File: config.mk
export PLATFORM = sky130hd
export DESIGN_NAME = ibex_rf_wport_arbiter_flat
export DESIGN_NICKNAME = d
export VERILOG_FILES = /design/src/rtl/ibex_rf_arb_pkg.sv /design/src/rtl/ibex_rf_wport_arbiter_if.sv /design/src/rtl/ibex_rf_rr_picker.sv /design/src/rtl/ibex_rf_wport_arbiter.sv /design/src/flat_wrapper.sv
export SDC_FILE = /design/constraint.sdc
export NUM_CORES = 1
export LEC_CHECK = 0
export BUFFER_PORTS_ARGS = -buffer_cell sky130_fd_sc_hd__clkbuf_2
export CORE_UTILIZATION = 40
export DETAILED_ROUTE_END_ITERATION = 8
export HOLD_SLACK_MARGIN = 0.03
export PLACE_DENSITY = 0.76
export SLEW_MARGIN = 20
export SYNTH_ARGS = -nofsm -noshare
export SYNTH_HDL_FRONTEND = slang
export SYNTH_SLANG_ARGS = --single-unit
export TNS_END_PERCENT = 5
File: constraint.sdc
create_clock -name clk_i -period 4.4 [get_ports clk_i]
set_input_delay 0.44 -clock clk_i [delete_from_list [all_inputs] [get_ports clk_i]]
set_output_delay 0.44 -clock clk_i [all_outputs]
set_load 0.05 [all_outputs]
File: src/rtl/ibex_rf_arb_pkg.sv
`default_nettype none
// ============================================================================
// ibex_rf_arb_pkg: shared types and helpers for the RF write-port arbiter.
// Rev 1.0
// ============================================================================
package ibex_rf_arb_pkg;

    typedef enum logic [0:0] {
        CLEAR = 1'b0,
        RUN   = 1'b1
    } rf_arb_state_e;

    localparam int RfAddrW = 5;

    function automatic int rf_num_words(input bit rv32e);
        return rv32e ? 16 : 32;
    endfunction

endpackage
`default_nettype wire

File: src/rtl/ibex_rf_wport_arbiter_if.sv
`default_nettype none
// ============================================================================
// ibex_rf_wport_arbiter_if: requester bundle and registered RF write port.
// Rev 1.0
// ============================================================================
interface ibex_rf_wport_arbiter_if
    import ibex_rf_arb_pkg::*;
#(
    parameter int NumReq    = 3,
    parameter int DataWidth = 32
);
    logic [NumReq-1:0]           req_valid_i;
    logic [NumReq*RfAddrW-1:0]   req_addr_i;
    logic [NumReq*DataWidth-1:0] req_data_i;
    logic [NumReq-1:0]           req_ready_o;
    logic [RfAddrW-1:0]          waddr_a_o;
    logic [DataWidth-1:0]        wdata_a_o;
    logic                        we_a_o;
    logic                        clear_busy_o;
    logic [2:0]                  grant_idx_o;

    modport master (
        output req_valid_i, req_addr_i, req_data_i,
        input  req_ready_o, waddr_a_o, wdata_a_o, we_a_o, clear_busy_o, grant_idx_o
    );

    modport slave (
        input  req_valid_i, req_addr_i, req_data_i,
        output req_ready_o, waddr_a_o, wdata_a_o, we_a_o, clear_busy_o, grant_idx_o
    );
endinterface
`default_nettype wire

File: src/rtl/ibex_rf_rr_picker.sv
`default_nettype none
// ============================================================================
// ibex_rf_rr_picker: combinational round-robin picker, search from ptr_i up.
// Rev 1.0
// ============================================================================
module ibex_rf_rr_picker #(
    parameter int NumReq = 3
) (
    input  logic [NumReq-1:0] valid_i,
    input  logic [2:0]        ptr_i,
    output logic [NumReq-1:0] grant_o,
    output logic [2:0]        idx_o,
    output logic              any_o
);
    function automatic int wrap_add(input logic [2:0] p, input int k);
        int s;
        s = int'(p) + k;
        if (s >= NumReq) s = s - NumReq;
        return s;
    endfunction

    // Outer loop is priority distance from the pointer, so the first hit wins.
    always_comb begin
        grant_o = '0;
        idx_o   = '0;
        any_o   = 1'b0;
        for (int k = 0; k < NumReq; k++) begin
            for (int i = 0; i < NumReq; i++) begin
                if (!any_o && valid_i[i] && (i == wrap_add(ptr_i, k))) begin
                    grant_o[i] = 1'b1;
                    idx_o      = 3'(i);
                    any_o      = 1'b1;
                end
            end
        end
    end
endmodule
`default_nettype wire

File: src/rtl/ibex_rf_wport_arbiter.sv
`default_nettype none
// ============================================================================
// ibex_rf_wport_arbiter: round-robin arbiter for the RF write port with an
// optional post-reset clear sequencer (IBEX_RF_CLEAR_EN).  Rev 1.0
// ============================================================================
module ibex_rf_wport_arbiter
    import ibex_rf_arb_pkg::*;
#(
    parameter bit                   RV32E       = 1'b0,
    parameter int                   DataWidth   = 32,
    parameter int                   NumReq      = 3,
    parameter logic [DataWidth-1:0] WordZeroVal = '0
) (
    input  logic                   clk_i,
    input  logic                   rst_ni,
    ibex_rf_wport_arbiter_if.slave bus
);
`ifdef IBEX_RF_CLEAR_EN
    localparam int                 NumWords = rf_num_words(RV32E);
    localparam logic [RfAddrW-1:0] LastAddr = RfAddrW'(NumWords - 1);
    logic [RfAddrW-1:0]            clr_cnt_q;
`endif

    rf_arb_state_e      state_q;
    logic [2:0]         rr_q;
    logic               we_q;
    logic [RfAddrW-1:0] waddr_q;
    logic [DataWidth-1:0] wdata_q;
    logic [2:0]         grant_idx_q;

    logic [NumReq-1:0]    w_grant;
    logic [2:0]           w_idx;
    logic                 w_any;
    logic                 w_hs;
    logic [2:0]           w_rr_d;
    logic [RfAddrW-1:0]   w_sel_addr;
    logic [RfAddrW-1:0]   w_wr_addr;
    logic [DataWidth-1:0] w_sel_data;

    ibex_rf_rr_picker #(
        .NumReq (NumReq)
    ) u_picker (
        .valid_i (bus.req_valid_i),
        .ptr_i   (rr_q),
        .grant_o (w_grant),
        .idx_o   (w_idx),
        .any_o   (w_any)
    );

    always_comb begin
        w_sel_addr = '0;
        w_sel_data = '0;
        for (int i = 0; i < NumReq; i++) begin
            if (w_grant[i]) begin
                w_sel_addr = bus.req_addr_i[i*RfAddrW +: RfAddrW];
                w_sel_data = bus.req_data_i[i*DataWidth +: DataWidth];
            end
        end
    end

    // RV32E has only x0..x15, so address bit 4 is dropped before the write.
    assign w_wr_addr = RV32E ? {1'b0, w_sel_addr[3:0]} : w_sel_addr;
    assign w_hs      = (state_q == RUN) && w_any;
    assign w_rr_d    = (w_idx == 3'(NumReq - 1)) ? 3'd0 : w_idx + 3'd1;

    always_ff @(posedge clk_i or negedge rst_ni) begin
        if (!rst_ni) begin
`ifdef IBEX_RF_CLEAR_EN
            state_q   <= CLEAR;
            clr_cnt_q <= RfAddrW'(1);
`else
            state_q   <= RUN;
`endif
            rr_q        <= 3'd0;
            we_q        <= 1'b0;
            waddr_q     <= '0;
            wdata_q     <= '0;
            grant_idx_q <= 3'd0;
        end else begin
            case (state_q)
                CLEAR: begin
`ifdef IBEX_RF_CLEAR_EN
                    we_q      <= 1'b1;
                    waddr_q   <= clr_cnt_q;
                    wdata_q   <= WordZeroVal;
                    clr_cnt_q <= clr_cnt_q + RfAddrW'(1);
                    if (clr_cnt_q == LastAddr) state_q <= RUN;
`else
                    we_q    <= 1'b0;
                    state_q <= RUN;
`endif
                end
                RUN: begin
                    // x0 writes are still handshaken but never reach the RF.
                    we_q <= w_hs && (w_wr_addr != '0);
                    if (w_hs) begin
                        rr_q        <= w_rr_d;
                        grant_idx_q <= w_idx;
                        waddr_q     <= w_wr_addr;
                        wdata_q     <= w_sel_data;
                    end
                end
            endcase
        end
    end

    assign bus.req_ready_o = (state_q == RUN) ? w_grant : '0;
    assign bus.waddr_a_o   = waddr_q;
    assign bus.wdata_a_o   = wdata_q;
    assign bus.we_a_o      = we_q;
    assign bus.grant_idx_o = grant_idx_q;
`ifdef IBEX_RF_CLEAR_EN
    assign bus.clear_busy_o = (state_q == CLEAR);
`else
    assign bus.clear_busy_o = 1'b0;
`endif
endmodule
`default_nettype wire

File: src/flat_wrapper.sv
// flat-port wrapper written by rule: the top's interface ports become plain ports
module ibex_rf_wport_arbiter_flat import ibex_rf_arb_pkg::*;
#(
    parameter bit                   RV32E       = 1'b0,
    parameter int                   DataWidth   = 32,
    parameter int                   NumReq      = 3,
    parameter logic [DataWidth-1:0] WordZeroVal = '0
)
  (clk_i, rst_ni, bus_req_valid_i, bus_req_addr_i, bus_req_data_i, bus_req_ready_o, bus_waddr_a_o, bus_wdata_a_o, bus_we_a_o, bus_clear_busy_o, bus_grant_idx_o);
  ibex_rf_wport_arbiter_if #(.NumReq(NumReq), .DataWidth(DataWidth)) bus_i ();
  input  logic clk_i;
  input  logic rst_ni;
  input wire logic [$bits(bus_i.req_valid_i)-1:0] bus_req_valid_i;
  input wire logic [$bits(bus_i.req_addr_i)-1:0] bus_req_addr_i;
  input wire logic [$bits(bus_i.req_data_i)-1:0] bus_req_data_i;
  output wire logic [$bits(bus_i.req_ready_o)-1:0] bus_req_ready_o;
  output wire logic [$bits(bus_i.waddr_a_o)-1:0] bus_waddr_a_o;
  output wire logic [$bits(bus_i.wdata_a_o)-1:0] bus_wdata_a_o;
  output wire logic [$bits(bus_i.we_a_o)-1:0] bus_we_a_o;
  output wire logic [$bits(bus_i.clear_busy_o)-1:0] bus_clear_busy_o;
  output wire logic [$bits(bus_i.grant_idx_o)-1:0] bus_grant_idx_o;
  assign bus_i.req_valid_i = bus_req_valid_i;
  assign bus_i.req_addr_i = bus_req_addr_i;
  assign bus_i.req_data_i = bus_req_data_i;
  assign bus_req_ready_o = bus_i.req_ready_o;
  assign bus_waddr_a_o = bus_i.waddr_a_o;
  assign bus_wdata_a_o = bus_i.wdata_a_o;
  assign bus_we_a_o = bus_i.we_a_o;
  assign bus_clear_busy_o = bus_i.clear_busy_o;
  assign bus_grant_idx_o = bus_i.grant_idx_o;
  ibex_rf_wport_arbiter #(.RV32E(RV32E), .DataWidth(DataWidth), .NumReq(NumReq), .WordZeroVal(WordZeroVal)) u_core (.clk_i(clk_i), .rst_ni(rst_ni), .bus(bus_i));
endmodule
**Yosys cells after proc, flatten, opt, wreduce, memory -nomap -nowiden**

Index checks and enable logic that the tools add are counted.

- $add $sub $neg: 6
- Order comparisons: 3
- Equality and inequality tests: 7
- Muxes and demuxes: 35
- Reduce and logical (&&, ||, !) cells: 30

Operator list:

| cell | count |
|---|---|
| $mux 32 | 6 |
| $eq 2x32->1 const A | 3 |
| $eq 3x32->1 const A | 3 |
| $logic_not 32->1 | 3 |
| $mux 3 | 8 |
| $logic_and 1x1->1 | 18 |
| $mux 1 | 18 |
| $mux 5 | 3 |
| $sub 4x2->5 const B | 2 |
| $ge 4x2->1 const B | 2 |
| $logic_not 1->1 | 8 |
| $reduce_bool 5->1 | 1 |
| $add 3x1->4 const B | 1 |
| $add 3x2->4 const B | 1 |
| $sub 3x2->4 const B | 1 |
| $add 3x1->3 const B | 1 |
| $eq 3x2->1 const B | 1 |
| $ge 3x2->1 const B | 1 |

- Flip-flop bits (word level): 44
- Output and inout bits: 45
- Word-level logic and storage cells: 86

**Depth between registers and ports, before layout**

Gate-level depths: netlist of the first run.

- Depth in word-level cells: 40
- Gate-level depth with buffers: 14

**Modules after synthesis**

Synthesis of the first run repeated with hierarchy kept, for this count alone.

- Cells, all modules: 313
- Area, all modules: 2,970.3 um^2

By module, submodules not included:

| module | instances | cells an instance | area each (um^2) | sequential area each (um^2) |
|---|---|---|---|---|
| ibex_rf_wport_arbiter | 1 | 237 | 2,398.6 | 1,101.1 |
| ibex_rf_rr_picker | 1 | 76 | 571.8 | 0.0 |

**Least setup slack after synthesis of the first run**

Ideal clock, no wire load.

- Kind: flip-flop to output port
- Start: reg u_core.rr_q[0]
- End: out bus_req_ready_o[1]
- Data arrival time: 2.823 ns
- Required time: 3.960 ns
- Setup slack: 1.137 ns
- Cell stages (with the launch flop): 11
- Path buffers: 4
- Cell sequence: dfrtp_1 buf_2 clkbuf_1 inv_1 ha_1 buf_2 or3b_1 a2111oi_4 inv_2 o31ai_1 clkbuf_1

- Longest elaborated chain between the ends: 33
- Elaborated cells between the ends (all ways): 51
- Those cells by class: add/sub (5); order compare (3); eq/ne (5); mux (13); reduce/logical (25)

Ends and longest elaborated chain:

| item | RTL line | text |
|---|---|---|
| start, declared | ibex_rf_wport_arbiter.sv:25 | `logic [2:0] rr_q;` |
| start signal, assigned | ibex_rf_wport_arbiter.sv:97 | `rr_q <= w_rr_d;` |
| $sub 3x2->4 or $ge 3x2->1 (tied branches) | ibex_rf_rr_picker.sv:18 | `if (s >= NumReq) s = s - NumReq;` |
| $mux 32 | ibex_rf_rr_picker.sv:18 |  |
| $logic_not 32->1 | ibex_rf_rr_picker.sv:29 | `if (!any_o && valid_i[i] && (i == wrap_add(ptr_i, k))) begin` |
| $logic_and 1x1->1 | ibex_rf_rr_picker.sv:29 |  |
| $mux 1 | ibex_rf_rr_picker.sv:29 |  |
| $logic_not 1->1 | ibex_rf_rr_picker.sv:29 |  |
| $logic_and 1x1->1 (2 in a row) | ibex_rf_rr_picker.sv:29 |  |
| $mux 1 | ibex_rf_rr_picker.sv:29 |  |
| [13 not listed] | -- |  |
| $logic_and 1x1->1 (2 in a row) | ibex_rf_rr_picker.sv:29 |  |
| $mux 1 | ibex_rf_rr_picker.sv:29 |  |
| $logic_not 1->1 | ibex_rf_rr_picker.sv:29 |  |
| $logic_and 1x1->1 (2 in a row) | ibex_rf_rr_picker.sv:29 |  |
| $mux 1 | ibex_rf_rr_picker.sv:29 |  |
| $logic_not 1->1 | ibex_rf_rr_picker.sv:29 |  |
| $logic_and 1x1->1 (2 in a row) | ibex_rf_rr_picker.sv:29 |  |
| $mux 1 (*) | ibex_rf_rr_picker.sv:29 |  |
| end, declared | flat_wrapper.sv:16 | `output wire logic [$bits(bus_i.req_ready_o)-1:0] bus_req_ready_o;` |

Every way passes the cells marked *; elsewhere a longest branch is shown, timed or not.

**Worst setup path in the final report of the first run**

- Start: reg u_core.rr_q[1]
- End: out bus_req_ready_o[0]

- Longest elaborated chain between the ends: 29
- Elaborated cells between the ends (all ways): 45
- Those cells by class: add/sub (5); order compare (3); eq/ne (4); mux (11); reduce/logical (22)

Ends and longest elaborated chain:

| item | RTL line |
|---|---|
| $sub 3x2->4 or $ge 3x2->1 (tied branches) | ibex_rf_rr_picker.sv:18 |
| $mux 32 | ibex_rf_rr_picker.sv:18 |
| $logic_not 32->1 | ibex_rf_rr_picker.sv:29 |
| $logic_and 1x1->1 | ibex_rf_rr_picker.sv:29 |
| $mux 1 | ibex_rf_rr_picker.sv:29 |
| $logic_not 1->1 | ibex_rf_rr_picker.sv:29 |
| $logic_and 1x1->1 (2 in a row) | ibex_rf_rr_picker.sv:29 |
| $mux 1 | ibex_rf_rr_picker.sv:29 |
| [9 not listed] | -- |
| $logic_and 1x1->1 (2 in a row) | ibex_rf_rr_picker.sv:29 |
| $mux 1 | ibex_rf_rr_picker.sv:29 |
| $logic_not 1->1 | ibex_rf_rr_picker.sv:29 |
| $logic_and 1x1->1 (2 in a row) | ibex_rf_rr_picker.sv:29 |
| $mux 1 | ibex_rf_rr_picker.sv:29 |
| $logic_not 1->1 | ibex_rf_rr_picker.sv:29 |
| $logic_and 1x1->1 (2 in a row) | ibex_rf_rr_picker.sv:29 |
| $mux 1 (*) | ibex_rf_rr_picker.sv:29 |

Marked as above.

==> qor.csv, run 1 <==
metric;value;unit
nets;539;
row count;28;
cells along the critical path;ha_1 -> inv_1 -> ha_1 -> and4b_1 -> o311a_1 -> or3_1 -> or3_1 -> o22ai_2 -> buf_4 -> clkbuf_2;
Max FO, Critical Path;17;
DR iter-0 viols;247;
Die Area;6540;um^2
worst vdd ir;0.813;mV
Buffers & Inverters on Critical Path;3;
commonest register cell after synthesis;dfrtp_1;
Worst Hold Class;in2async;
initial antenna violation count;0;
largest net degree at the start of global routing;44;
cells taking the most area after synthesis;dfrtp_1 43%, a222oi_1 14%, nand2_1 11%;
Pwr Density;1040;nW/um^2
Critical Path RT;3.96;ns
final hold viol count;0;
Final Power;0.00356;W
Netlist cell types;50;
global route overflow;0;
Critical-path top delay cell;dfrtp_1;
Tightest Pin Transition;0.999;ns
family with the most delay on the worst path;simple AND/OR/NAND/NOR gates;
Seq/Total Area, Yosys;43.2;%
final antenna-violating net count;0;
P&R area growth vs syn;37.2;%
status;finished, final reports clean;
routability cong.;0.853;
CTS tree;built;
Synth async-reset ratio;100;%
Setup Crit Path Kind;reg2out;
Slew Viols, Final;0;
CTS Buf Count;5;
Pleak;1.87;nW
post-synth top area share;43.2;%
overall global routing resource usage;22.8;%
# DRC;0;
layout cells sized above 1;43.0;%
Resized cells post-CTS;0;
fmax;254;MHz
setup tns final;0;ns
via count;2737;
Filler Cell Count;555;
synthesis-stage register bit count;43;
hold-fix buffers at CTS;0;
antenna cells;0;
Ports;161;
WP data arrival;3.50;ns
vias in the first global route;2469;
clk slew on worst S/H paths;0.08;ns
global-route wire length before repair;11500;um
RSZ-0062 raised after global routing;no;
die height;80.9;um
# port buffers;158;
Final setup viols;0;
max_cap viols;0;
number of flops mapped to enable cells by yosys;0;
Synth area leader;dfrtp_1;
worst rel slew slack;33.4;%
Yosys warning count;0;
H-tree depth;2;
# Post-CTS Setup Buffers;0;
vias per cell;5.57;
die width;80.9;um
buffers from clock root to sink, at most;2;
Detail Placement HPWL;5850;um
Clock Skews;0.00380;ns
CP peak stage delay;0.51;ns
crit start category;register;
root buffer cell;clkbuf_8;
Synth Cell Area;2490;um^2
DRT Pass-1 Iters;6;
Post-Route WL;7680;um
core area;5960;um^2
CP endpoint kind;output pin;
Initial Util;41.8;%
DR WL/cell;15.6;um
Cells after Synth;263;
Final period util;89.6;%
Avg Synthesized Cell Area;9.46;um^2
fin crit period;3.94;ns
clk sink count;43;
later-pin clock latency in the skew report;0.30;ns
==> where the power goes <==
group          internal [W]  switching (W)  leakage (nW)
combinational      0.000783        0.00179          1.30
sequential         0.000618       0.000112         0.527
clock              0.000111       0.000146        0.0412
==> kinds of logic (layout without fill, tap and decap cells) <==
group	count (synthesis)	count (layout)	share of synthesized area, %
other	1	2	0.151
buffers and inverters	30	182	6.23
adder cells (fa/ha/maj)	8	8	4.02
XOR/XNOR	1	1	0.352
multiplexers	1	1	0.402
flip-flops	43	43	43.2
AND/OR/NAND/NOR	112	112	21.0
AO/OA/AOI/OAI	67	67	24.6
==> sequential cells by signal, summed over array words and instances (netlist names) <==
register / flops
u_core.bus.grant_idx_o: 2
u_core.rr_q: 3
u_core.bus.we_a_o: 1
u_core.bus.wdata_a_o: 32
u_core.bus.waddr_a_o: 5
==> synth_stat cells, drive strengths merged (2+ instances only) <==
| master | count |
|---|---|
| nand2 | 74 |
| dfrtp | 43 |
| a222oi | 35 |
| buf | 18 |
| ha | 8 |
| inv | 8 |
| a21o | 6 |
| nor2 | 5 |
| a211oi | 4 |
| clkbuf | 4 |
| nand2b | 4 |
| nand3 | 4 |
| nor2b | 3 |
| nor3 | 3 |
| nor3b | 3 |
| o21ai | 3 |
| a21oi | 2 |
| a221o | 2 |
| a31oi | 2 |
| nand3b | 2 |
| o31ai | 2 |
| or3 | 2 |
| or3b | 2 |
==> layer usage <==
layer	share of wire, %	vias to the layer above	GRT usage, %
met2	51	144	37.9
met3	7.6	8	4.16
met4	1.4	0	7.32
met1	40	1290	29.9
met5	0	-	0
li1	-	1295	-
==> cells in the final DEF, fill, tap and decap left out, types with 2 or more instances in the layout <==
cell / instances
or3b_1: 2
inv_1: 7
ha_1: 8
nand3b_1: 2
a222oi_1: 35
dfrtp_1: 43
clkbuf_8: 5
clkbuf_2: 157
a221o_1: 2
or3_1: 2
a211oi_1: 4
nor2b_1: 3
nor2_1: 4
nor3b_1: 3
buf_4: 8
nand2b_1: 4
conb_1: 2
a21o_1: 6
a31oi_1: 2
o21ai_0: 3
a21oi_1: 2
nand2_1: 74
nor3_1: 3
nand3_1: 4
==> final timing paths <==
| kind | endpoint | from | slack, ns | depth (start not counted) |
|---|---|---|---|---|
| min in group clk_i | u_core.bus.wdata_a_o[25]$_DFFE_PN0P_ | bus_req_data_i[25] | 0.36 | 3 |
| max reg2reg | u_core.bus.we_a_o$_DFF_PN0_ | u_core.rr_q[1]$_DFFE_PN0P_ | 0.80 | 12 |
| min | u_core.bus.wdata_a_o[7]$_DFFE_PN0P_ | rst_ni | 0.28 | 1 |
| max | bus_req_ready_o[0] | u_core.rr_q[1]$_DFFE_PN0P_ | 0.46 | 10 |
| min reg2reg | u_core.bus.wdata_a_o[22]$_DFFE_PN0P_ | u_core.bus.wdata_a_o[22]$_DFFE_PN0P_ | 0.48 | 2 |
| max in group asynchronous | u_core.bus.wdata_a_o[16]$_DFFE_PN0P_ | rst_ni | 3.54 | 1 |
==> layout make-up <==
type,instances,area [um^2],area share [%]
clock buffer,6,72.6,2.13
clock inverter,2,12.5,0.367
inverter,8,30.0,0.880
multi-input combinational,191,1280,37.4
sequential,43,1080,31.5
tap,75,93.8,2.75
timing repair buffer,166,851,24.9
==> stage by stage <==
stage | setup WS, ns | util (%) | hold slack (ns) | cells | instance area [um^2]
after floorplan | 1.14 | - | 0.144 | 264 | 2490
after global placement | 0.884 | 55.9 | 0.460 | 483 | 3330
after detailed placement | 0.835 | 55.9 | 0.463 | 483 | 3330
after CTS | 0.469 | 57.3 | 0.347 | 491 | 3410
after global routing | 0.259 | 57.3 | 0.346 | 491 | 3410
final | 0.455 | 57.3 | 0.278 | 491 | 3410
Power figures use the tool's default switching activity.
==> inputs of run 2 (changes only) <==
--- a/config.mk
+++ b/config.mk
@@ -5,11 +5,11 @@
 export SDC_FILE = /design/constraint.sdc
 export NUM_CORES = 1
 export LEC_CHECK = 0
-export BUFFER_PORTS_ARGS = -buffer_cell sky130_fd_sc_hd__clkbuf_2
+export CORE_MARGIN = 2
 export CORE_UTILIZATION = 40
 export DETAILED_ROUTE_END_ITERATION = 8
+export DONT_BUFFER_PORTS = 1
 export HOLD_SLACK_MARGIN = 0.03
-export PLACE_DENSITY = 0.76
 export SLEW_MARGIN = 20
 export SYNTH_ARGS = -nofsm -noshare
 export SYNTH_HDL_FRONTEND = slang
==> run 2 against run 1 <==
Utilization shrank 12 points. Die area grew 5.0%. Fmax grew 2.5%. Critical path type unchanged. Clock skew shrank 0.0013 ns. Critical endpoint is now bus_req_ready_o[2].
==> qor.csv, run 2 (same netlist as run 1, synthesis figures left out) <==
metric;value;unit
Detail Placement HPWL;4870;um
hold endpoint;u_core.bus.wdata_a_o[23]$_DFFE_PN0P_;
Buffers & Inverters on Critical Path;1;
vias in the first global route;1931;
Tightest Pin Transition;0.906;ns
later-pin clock latency in the skew report;0.29;ns
top sig layer;met4;
Final setup viols;0;
final hold viol count;0;
CTS Buf Count;5;
reg2reg end;u_core.bus.we_a_o$_DFF_PN0_;
Setup Crit Path Kind;reg2out;
row count;28;
setup tns final;0;ns
vias per cell;6.24;
CP endpoint kind;output pin;
most common cell after layout, fill and taps aside;nand2_1;
global-route wire length before repair;10200;um
nets;382;
met1 WL;2740;um
status;finished, final reports clean;
clk slew on worst S/H paths;0.08;ns
Reg2Reg Launch Point;u_core.rr_q[1]$_DFFE_PN0P_;
Critical-path top delay cell;a21o_2;
final antenna-violating net count;0;
fin crit period;3.85;ns
DR WL/cell;19.7;um
family with the most delay on the worst path;compound AO/OA/AOI/OAI gates;
root buffer cell;clkbuf_8;
commonest cells after routing, fill and taps aside;74 x nand2_1, 43 x dfrtp_1, 35 x a222oi_1;
# DRC;0;
Ports;161;
CP most frequent cell;ha_1;
DR iter-0 viols;230;
DRT Pass-1 Iters;7;
Clock Skews;0.00246;ns
CTS tree;built;
Critical Path RT;3.96;ns
routability cong.;0.916;
clk sink count;43;
R2R cell count;11;
initial antenna violation count;0;
Final period util;87.4;%
RSZ-0062 raised after global routing;no;
# port buffers;0;
crit start category;register;
WP data arrival;3.41;ns
P&R area growth vs syn;7.64;%
r2r setup slk;0.76;ns
Initial Util;41.8;%
Post-Route WL;6570;um
WL met2;3300;um
Resized cells post-CTS;0;
hold wc startpoint;bus_req_data_i[23];
core area;5960;um^2
buffers from clock root to sink, at most;2;
die height;82.9;um
antenna cells;0;
DP Area;2560;um^2
Largest register FFs;32;
Max FO, Critical Path;38;
max_cap viols;0;
H-tree depth;2;
final instance area;2680;um^2
global route overflow;0;
die width;82.9;um
CP peak stage delay;0.77;ns
metal3 WL;465;um
cells along the critical path;ha_1 -> inv_1 -> ha_1 -> and4b_1 -> o311a_1 -> or3_1 -> nor3_1 -> a21o_2;
worst rel slew slack;39.6;%
layout cells sized above 1;8.49;%
largest net degree at the start of global routing;44;
Die Area;6870;um^2
Hold Path Stages;2;
Slew Viols, Final;0;
Worst Hold Class;in2reg;
overall global routing resource usage;18.3;%
fmax;260;MHz
via count;2085;
## run 2: how the worst max path moves through the flow
stage | from | endpoint | slack [ns] | depth (start not counted)
final | u_core.rr_q[1]$_DFFE_PN0P_ | bus_req_ready_o[2] | 0.55 | 8
after global routing | u_core.rr_q[1]$_DFFE_PN0P_ | bus_req_ready_o[2] | 0.33 | 8
after CTS | u_core.rr_q[1]$_DFFE_PN0P_ | bus_req_ready_o[2] | 0.55 | 8
after detailed placement | u_core.rr_q[1]$_DFFE_PN0P_ | u_core.bus.we_a_o$_DFF_PN0_ | 0.74 | 11
after global placement | u_core.rr_q[1]$_DFFE_PN0P_ | u_core.bus.we_a_o$_DFF_PN0_ | 0.87 | 11
after floorplan | u_core.rr_q[0]$_DFFE_PN0P_ | bus_req_ready_o[1] | 1.14 | 10
## run 2: per-layer routing
metal,global-route usage [%],vias to the layer above
met5,0,-
met3,3.28,5
met4,4.92,0
li1,-,986
met2,31.5,104
met1,23.7,990
## run 2: cell type report
type / count / area, um^2
inverter: 8 / 30.0
clock buffer: 6 / 72.6
tap: 75 / 93.8
timing repair buffer: 9 / 103
fill: 593 / 3280
clock inverter: 2 / 12.5
sequential: 43 / 1080
multi-input combinational: 191 / 1290
## run 2: what timing repair did
action / in CTS / in global routing
buffers inserted: 0 / 0
hold buffers: 2 / 0
hold endpoints to repair: 43 / 0
## run 2: metrics by stage
stage                     cells  utilization, %  hold WS, ns  setup slack [ns]
after floorplan             264               -        0.144              1.14
after global placement      324            42.9        0.145             0.867
after detailed placement    324            42.9        0.146             0.741
after CTS                   334            45.0        0.264             0.549
after global routing        334            45.0        0.254             0.333
final                       334            45.0        0.272             0.553
Power of run 2 is left out: the tool's default activity adds up to more than one toggle a clock period on the data nets, which glitch-free logic cannot reach.
